## src/rtl/e_syncerr_213_if.sv

```systemverilog
// Trellis-stage bus for the sync-error detector: eight path metrics and a stage
// strobe go in; the best state, its metric and the out-of-sync flag come out.
interface e_syncerr_213_if #(
  parameter int W = 4
);
  logic [W-1:0] in0;
  logic [W-1:0] in1;
  logic [W-1:0] in2;
  logic [W-1:0] in3;
  logic [W-1:0] in4;
  logic [W-1:0] in5;
  logic [W-1:0] in6;
  logic [W-1:0] in7;
  logic         we;
  logic [3:0]   stage;
  logic [2:0]   min_state;
  logic [W-1:0] min_metric;
  logic         error;

  modport master (
    output in0, in1, in2, in3, in4, in5, in6, in7, we, stage,
    input  min_state, min_metric, error
  );

  modport slave (
    input  in0, in1, in2, in3, in4, in5, in6, in7, we, stage,
    output min_state, min_metric, error
  );
endinterface

```

## src/rtl/e_syncerr_213.sv

```systemverilog
// Viterbi out-of-sync detector: tracks how often the best-metric state changes
// within a traceback window and flags loss of sync at each window end.
module e_syncerr_213 #(
  parameter int W      = 4,
  parameter int T      = 12,
  parameter int M      = 2,
  parameter int THRESH = 4
) (
  input  logic             clock,
  input  logic             reset,
  e_syncerr_213_if.slave   bus
);

  localparam logic [3:0] M_L      = 4'(M);
  localparam logic [3:0] T_L      = 4'(T);
  localparam logic [3:0] THRESH_L = 4'(THRESH);

  logic [W-1:0] w_in [8];
  logic [2:0]   w_min_state;
  logic [W-1:0] w_min_metric;
  logic [3:0]   w_cnt_inc;

  logic [2:0]   r_prev_state;
  logic [3:0]   r_chg_cnt;
  logic         r_error;

  assign w_in[0] = bus.in0;
  assign w_in[1] = bus.in1;
  assign w_in[2] = bus.in2;
  assign w_in[3] = bus.in3;
  assign w_in[4] = bus.in4;
  assign w_in[5] = bus.in5;
  assign w_in[6] = bus.in6;
  assign w_in[7] = bus.in7;

  // Strict less-than scan from index 0 so ties resolve to the lowest index.
  always_comb begin
    w_min_state  = 3'd0;
    w_min_metric = w_in[0];
    for (int i = 1; i < 8; i++) begin
      if (w_in[i] < w_min_metric) begin
        w_min_metric = w_in[i];
        w_min_state  = 3'(i);
      end
    end
  end

  always_comb begin
    w_cnt_inc = r_chg_cnt;
    if ((w_min_state != r_prev_state) && (r_chg_cnt != 4'd15))
      w_cnt_inc = r_chg_cnt + 4'd1;
  end

  always_ff @(posedge clock or negedge reset) begin
    if (!reset) begin
      r_prev_state <= 3'd0;
      r_chg_cnt    <= 4'd0;
      r_error      <= 1'b0;
    end else if (bus.we) begin
      r_prev_state <= w_min_state;
      if (bus.stage <= M_L) begin
        r_chg_cnt <= 4'd0;
      end else if (bus.stage < T_L) begin
        r_chg_cnt <= w_cnt_inc;
      end else begin
        // Window end (stages past T alias to T): verdict includes this edge.
        r_error   <= (w_cnt_inc >= THRESH_L);
        r_chg_cnt <= 4'd0;
      end
    end
  end

  assign bus.min_state  = w_min_state;
  assign bus.min_metric = w_min_metric;
  assign bus.error      = r_error;

endmodule

```

## src/flat_wrapper.sv

```systemverilog
// flat-port wrapper written by rule: the top's interface ports become plain ports
module e_syncerr_213_flat 
#(
  parameter int W      = 4,
  parameter int T      = 12,
  parameter int M      = 2,
  parameter int THRESH = 4
)
  (clock, reset, bus_in0, bus_in1, bus_in2, bus_in3, bus_in4, bus_in5, bus_in6, bus_in7, bus_we, bus_stage, bus_min_state, bus_min_metric, bus_error);
  e_syncerr_213_if #(.W(W)) bus_i ();
  input  logic clock;
  input  logic reset;
  input wire logic [$bits(bus_i.in0)-1:0] bus_in0;
  input wire logic [$bits(bus_i.in1)-1:0] bus_in1;
  input wire logic [$bits(bus_i.in2)-1:0] bus_in2;
  input wire logic [$bits(bus_i.in3)-1:0] bus_in3;
  input wire logic [$bits(bus_i.in4)-1:0] bus_in4;
  input wire logic [$bits(bus_i.in5)-1:0] bus_in5;
  input wire logic [$bits(bus_i.in6)-1:0] bus_in6;
  input wire logic [$bits(bus_i.in7)-1:0] bus_in7;
  input wire logic [$bits(bus_i.we)-1:0] bus_we;
  input wire logic [$bits(bus_i.stage)-1:0] bus_stage;
  output wire logic [$bits(bus_i.min_state)-1:0] bus_min_state;
  output wire logic [$bits(bus_i.min_metric)-1:0] bus_min_metric;
  output wire logic [$bits(bus_i.error)-1:0] bus_error;
  assign bus_i.in0 = bus_in0;
  assign bus_i.in1 = bus_in1;
  assign bus_i.in2 = bus_in2;
  assign bus_i.in3 = bus_in3;
  assign bus_i.in4 = bus_in4;
  assign bus_i.in5 = bus_in5;
  assign bus_i.in6 = bus_in6;
  assign bus_i.in7 = bus_in7;
  assign bus_i.we = bus_we;
  assign bus_i.stage = bus_stage;
  assign bus_min_state = bus_i.min_state;
  assign bus_min_metric = bus_i.min_metric;
  assign bus_error = bus_i.error;
  e_syncerr_213 #(.W(W), .T(T), .M(M), .THRESH(THRESH)) u_core (.clock(clock), .reset(reset), .bus(bus_i));
endmodule
```

## config.mk

```make
export PLATFORM = sky130hd
export DESIGN_NAME = e_syncerr_213_flat
export DESIGN_NICKNAME = d
export VERILOG_FILES = /design/src/rtl/e_syncerr_213_if.sv /design/src/rtl/e_syncerr_213.sv /design/src/flat_wrapper.sv
export SDC_FILE = /design/constraint.sdc
export NUM_CORES = 1
export LEC_CHECK = 0
export ABC_AREA = 1
export BUFFER_PORTS_ARGS = -buffer_cell sky130_fd_sc_hd__buf_2
export CORE_MARGIN = 2
export CORE_UTILIZATION = 50
export CTS_CLUSTER_SIZE = 10
export DETAILED_ROUTE_END_ITERATION = 6
export GPL_ROUTABILITY_DRIVEN = 0
export PLACE_DENSITY = 0.78
export SYNTH_ARGS = -nofsm -noshare
export SYNTH_HDL_FRONTEND = slang
export SYNTH_SLANG_ARGS = --single-unit
```

## constraint.sdc

```tcl
create_clock -name clock -period 16.7 [get_ports clock]
set_input_delay 0.835 -clock clock [delete_from_list [all_inputs] [get_ports clock]]
set_output_delay 0.835 -clock clock [all_outputs]
set_load 0.005 [all_outputs]
```

== Word-level counts from Yosys, hierarchy flattened ==
Index checks and enable logic that the tools add are counted.

* Word-level logic and storage cells: 37
* Register bits: 8
* Output and inout bits: 8
* Bits of input ports: 39

* Add/subtract/negate cells: 1
* Reductions and logical operators: 2
* Equality and inequality tests: 2
* Bitwise gates (word level): 2
* Order comparisons: 10
* Multiplexer cells: 17

{| class="wikitable"
|+ Operator list
! cell !! number
|-
| $mux W4 || 10
|-
| $lt A4 B4 Y1 || 7
|-
| $mux W3 || 6
|-
| $add A4 B1 Y4 const B || 1
|-
| $ge A4 B3 Y1 const B || 1
|-
| $le A4 B2 Y1 const B || 1
|-
| $lt A4 B4 Y1 const B || 1
|-
| $ne A4 B4 Y1 const B || 1
|-
| $ne A3 B3 Y1 || 1
|-
| $reduce_and A3 Y1 || 1
|-
| $not A1 Y1 || 2
|-
| $logic_and A1 B1 Y1 || 1
|-
| $mux W1 || 1
|}

== Longest topological paths before layout ==
* Depth after elaboration: 19
* Gate-level depth with buffers: 67
* Mapped depth without buffers: 66

== Worst setup path after synthesis ==
OpenSTA, ideal clock, no wires.

* Kind: input to output
* From: in bus_in0[3]
* To: out bus_min_metric[0]
* Required time: 15.865 ns
* Arrival time: 6.216 ns
* Buffers on the path: 1
* Cell stages on the path: 53
* Slack: 9.649 ns
* Cell sequence: inv_1 -> ha_1 -> a21oi_4 -> nand2_4 -> o21ai_0 -> ha_1 -> inv_1 -> nor2_1 -> nand2_1 -> inv_1 -> nand2_2 -> nand2_4 -> o21ai_0 -> ha_1 -> inv_1 -> nor2_1 -> nand2_1 -> inv_1 -> [17 not listed] -> nand2_2 -> nand2_4 -> nor2_1 -> a21oi_1 -> inv_1 -> ha_1 -> nand2_1 -> nand2_1 -> nand2_2 -> nand2_4 -> o21ai_0 -> ha_1 -> nand2_1 -> nand2_1 -> nand2_1 -> nand2_2 -> buf_6 -> o21ai_0

* Longest elaborated chain between the ends: 14

{| class="wikitable"
|+ RTL lines
! element !! RTL line !! text
|-
| start, declared || flat_wrapper.sv:13 || <nowiki>input wire logic [$bits(bus_i.in0)-1:0] bus_in0;</nowiki>
|-
| $lt A4 B4 Y1 || e_syncerr_213.sv:41 || <nowiki>if (w_in[i] < w_min_metric) begin</nowiki>
|-
| $mux W4 (*) || e_syncerr_213.sv:41 ||
|-
| $lt A4 B4 Y1 || e_syncerr_213.sv:41 ||
|-
| $mux W4 (*) || e_syncerr_213.sv:41 ||
|-
| $lt A4 B4 Y1 || e_syncerr_213.sv:41 ||
|-
| $mux W4 (*) || e_syncerr_213.sv:41 ||
|-
| $lt A4 B4 Y1 || e_syncerr_213.sv:41 ||
|-
| $mux W4 (*) || e_syncerr_213.sv:41 ||
|-
| $lt A4 B4 Y1 || e_syncerr_213.sv:41 ||
|-
| $mux W4 (*) || e_syncerr_213.sv:41 ||
|-
| $lt A4 B4 Y1 || e_syncerr_213.sv:41 ||
|-
| $mux W4 (*) || e_syncerr_213.sv:41 ||
|-
| $lt A4 B4 Y1 || e_syncerr_213.sv:41 ||
|-
| $mux W4 (*) || e_syncerr_213.sv:41 ||
|-
| end, declared || flat_wrapper.sv:24 || <nowiki>output wire logic [$bits(bus_i.min_metric)-1:0] bus_min_metric;</nowiki>
|}

Every way passes the cells marked *; elsewhere a longest branch is shown, timed or not.

== Final worst setup path ==
* From: in bus_in1[3]
* To: out bus_min_metric[0]

* Longest elaborated chain between the ends: 14

{| class="wikitable"
|+ RTL lines
! element !! RTL line !! text
|-
| start, declared || flat_wrapper.sv:14 || <nowiki>input wire logic [$bits(bus_i.in1)-1:0] bus_in1;</nowiki>
|-
| $lt A4 B4 Y1 || e_syncerr_213.sv:41 ||
|-
| $mux W4 (*) || e_syncerr_213.sv:41 ||
|-
| $lt A4 B4 Y1 || e_syncerr_213.sv:41 ||
|-
| $mux W4 (*) || e_syncerr_213.sv:41 ||
|-
| $lt A4 B4 Y1 || e_syncerr_213.sv:41 ||
|-
| $mux W4 (*) || e_syncerr_213.sv:41 ||
|-
| $lt A4 B4 Y1 || e_syncerr_213.sv:41 ||
|-
| $mux W4 (*) || e_syncerr_213.sv:41 ||
|-
| $lt A4 B4 Y1 || e_syncerr_213.sv:41 ||
|-
| $mux W4 (*) || e_syncerr_213.sv:41 ||
|-
| $lt A4 B4 Y1 || e_syncerr_213.sv:41 ||
|-
| $mux W4 (*) || e_syncerr_213.sv:41 ||
|-
| $lt A4 B4 Y1 || e_syncerr_213.sv:41 ||
|-
| $mux W4 (*) || e_syncerr_213.sv:41 ||
|}

Marks and branches as above.

==> reports/metrics.cfg <==
[worst_setup_path]
worstSetupPathType = in -> out
crit_path_end_kind = output port
r2r_slack_ns = 15.38
cp_data_required_time_ns = 15.87
timing.rr.end = u_core.bus.error
cp_slowest_stage_delay_ns = 0.33
start_kind = input pin
path_max_fanout = 12
cp.arrival_ns = 6.94
crit_path_start = bus_in1[3]
critPathCapture = bus_min_metric[0]
reg2reg_depth = 9
reg2reg_from = u_core.r_chg_cnt[0]
slowest_stage = ha_1

[synth]
synth_ff_type = dfrtp_1
synth_warnings = 0
syn_area_sq_um = 1550
synth_edf_count = 0
synth.yosys.seq_area_share_pct = 12.9
ys_seq_elements = 8
syn_inst = 259
syn-num-nets = 322
synth_area_per_cell_sq_um = 6.00
synthArstFlopShare_pct = 100
synth_cell_types = 22

[global_routing]
grt_pass1_vias = 1316
grt_pass1_wl_mm = 5.06
grt_antenna_before_repair = 0
grt.overflow.total = 0
grt_max_degree = 13
track_usage_pct = 17.6

[clock_tree]
cts_tree = done
post-cts-setup-buffer-count = 0
clockRootBuffer = clkbuf_4
clock_sinks = 8
htree_levels = 1
clk_path_buf_depth = 2
clk_latency_ns = 0.25
cts_resized = 0
cts_hold_buf = 0
cts_made_buffers = 3
clk_pin_slew_worst_paths_ns = 0.05

[die]
fp.dieW_um = 59.8
fp.dieArea_sq_um = 3570
num_rows = 20
die_y_um = 59.8
pin_count = 47
start_util_pct = 51.7
core-area_sq_um = 3000

[route]
met2_length_mm = 1.43
via_per_inst = 4.69
dr_wl_met3_um = 85
top_layer = met3
vias = 1591
drt_iter0_markers = 54
ant_nets = 0
m1WireLength_mm = 1.45
wl_per_cell_um = 8.76
drt-total-wl_mm = 2.97
drc = 0
dr.pass1.iters = 4

[place]
dp_hpwl_mm = 2.68
port_buffers = 46

[power]
p_leak_nw = 1.17
p_total_mw = 0.118
peakVddDrop_v = 0.0000212
power_per_cell_area_nw_per_um2 = 64.6

[run]
maxCapViolCount = 0

[final_layout]
area_growth_pct = 18.0
fillers = 319
layout.nets = 371
drive_gt1_share_pct = 25.8
antenna_cells = 0

[min_path]
hold_path_class = in -> async

[sta]
skew_ns = 0.00790
rsz0062_at_grt = false
fin_crit_sh_pct = 46.6
fin_crit_ns = 7.78
fmax_mhz = 129
tightest_slew_ns = 0.367
maxSlewViolCount = 0
setup_tns_ns = 0
final-hold-violation-count = 0
slew_headroom_pct = 75.5
setup_violations = 0

[outcome]
status = finished, final reports clean

synthesized netlist by cell type (2+ instances only):
| cell type | instances | area, sq um |
|---|---|---|
| o21ai_1 | 3 | 15.0 |
| nor2_1 | 19 | 71.3 |
| dfrtp_1 | 8 | 200 |
| nand2_1 | 74 | 278 |
| nand2_4 | 7 | 78.8 |
| inv_2 | 4 | 15.0 |
| nand2_2 | 13 | 81.3 |
| a21oi_1 | 10 | 50.1 |
| o21ai_0 | 12 | 60.1 |
| ha_1 | 24 | 300 |
| nor2_2 | 2 | 12.5 |
| nand3_1 | 24 | 120 |
| inv_1 | 49 | 184 |
| nand3_2 | 2 | 20.0 |
worst max-delay path: cells and delay by family:
kind,cells,cell delay [ns]
buf+inv,10,0.61
fa+ha+maj,7,1.93
simple gates,23,1.53
compound gates,9,2.02
how the worst min path moves through the flow:
stage | startpoint | end | slack, ns | depth (start not counted)
after floorplan | u_core.r_chg_cnt[1] | u_core.r_chg_cnt[1] | 0.51 | 2
after global placement | u_core.r_chg_cnt[1] | u_core.r_chg_cnt[1] | 0.53 | 2
after detailed placement | u_core.r_chg_cnt[1] | u_core.r_chg_cnt[1] | 0.55 | 2
after CTS | reset | u_core.r_prev_state[0] | 0.41 | 1
after global routing | reset | u_core.r_prev_state[0] | 0.42 | 1
final | reset | u_core.r_prev_state[0] | 0.41 | 1
logic make-up (layout without fill, tap and decap cells):
kind of cell               count (synthesis)  after routing  share of synthesized area [%]
xor gates and xnor gates                   1              1                          0.564
buffers and inverters                     55            102                           13.8
and+or+nand+nor                          143            143                           43.4
adders and majority gates                 24             24                           19.3
AOI/OAI and AO/OA                         28             28                           10.1
DFF                                        8              8                           12.9
cell usage in the layout, fill, tap and decap left out:
master / netlist / routed
nand4_1: 1 / 1
nand3_2: 2 / 2
inv_1: 49 / 49
a211o_1: 1 / 1
or2_2: 1 / 1
o22ai_1: 1 / 1
nor2_2: 2 / 2
nor2_1: 19 / 19
nand2_1: 74 / 74
clkbuf_4: 0 / 3
dfrtp_1: 8 / 8
a21oi_1: 10 / 10
buf_2: 0 / 46
nand3_1: 24 / 24
nand2_4: 7 / 7
o21ai_1: 3 / 3
ha_1: 24 / 24
o21ai_0: 12 / 12
inv_2: 4 / 4
nand2_2: 13 / 13
a21oi_4: 1 / 1
xor2_1: 1 / 1
sequential cells by signal, indices dropped and copies added (netlist names):
register	flops
u_core.bus.error	1
u_core.r_chg_cnt	4
u_core.r_prev_state	3
layout make-up:
type | count | area [sq um] | area share, %
flip-flops and latches | 8 | 200 | 10.9
inverters | 53 | 199 | 10.9
well taps | 33 | 41.3 | 2.25
repair buffers | 46 | 230 | 12.6
clock buffers | 3 | 22.5 | 1.23
multi-input cells | 196 | 1140 | 62.2
where the power goes:
part	switching, mW	internal [mW]
combinational	0.0447	0.0305
sequential	0.00438	0.0244
clock	0.00617	0.00819
layer usage:
layer	track usage [%]	vias up
li1	-	902
met1	23.2	660
met2	30.6	29
met3	2.60	0
met4	2.86	0
met5	0	-
through the flow:
stage / setup slack, ns / utilization, % / cell area, sq um / instances / hold slack [ns]
after detailed placement: 8.91 / 60.3 / 1810 / 336 / 0.547
final: 8.92 / 61.0 / 1830 / 339 / 0.414
after CTS: 8.90 / 61.0 / 1830 / 339 / 0.408
after global placement: 9.03 / 60.3 / 1810 / 336 / 0.533
after floorplan: 9.65 / - / 1550 / 259 / 0.506
after global routing: 8.22 / 61.0 / 1830 / 339 / 0.419
Power figures use the tool's default switching activity.
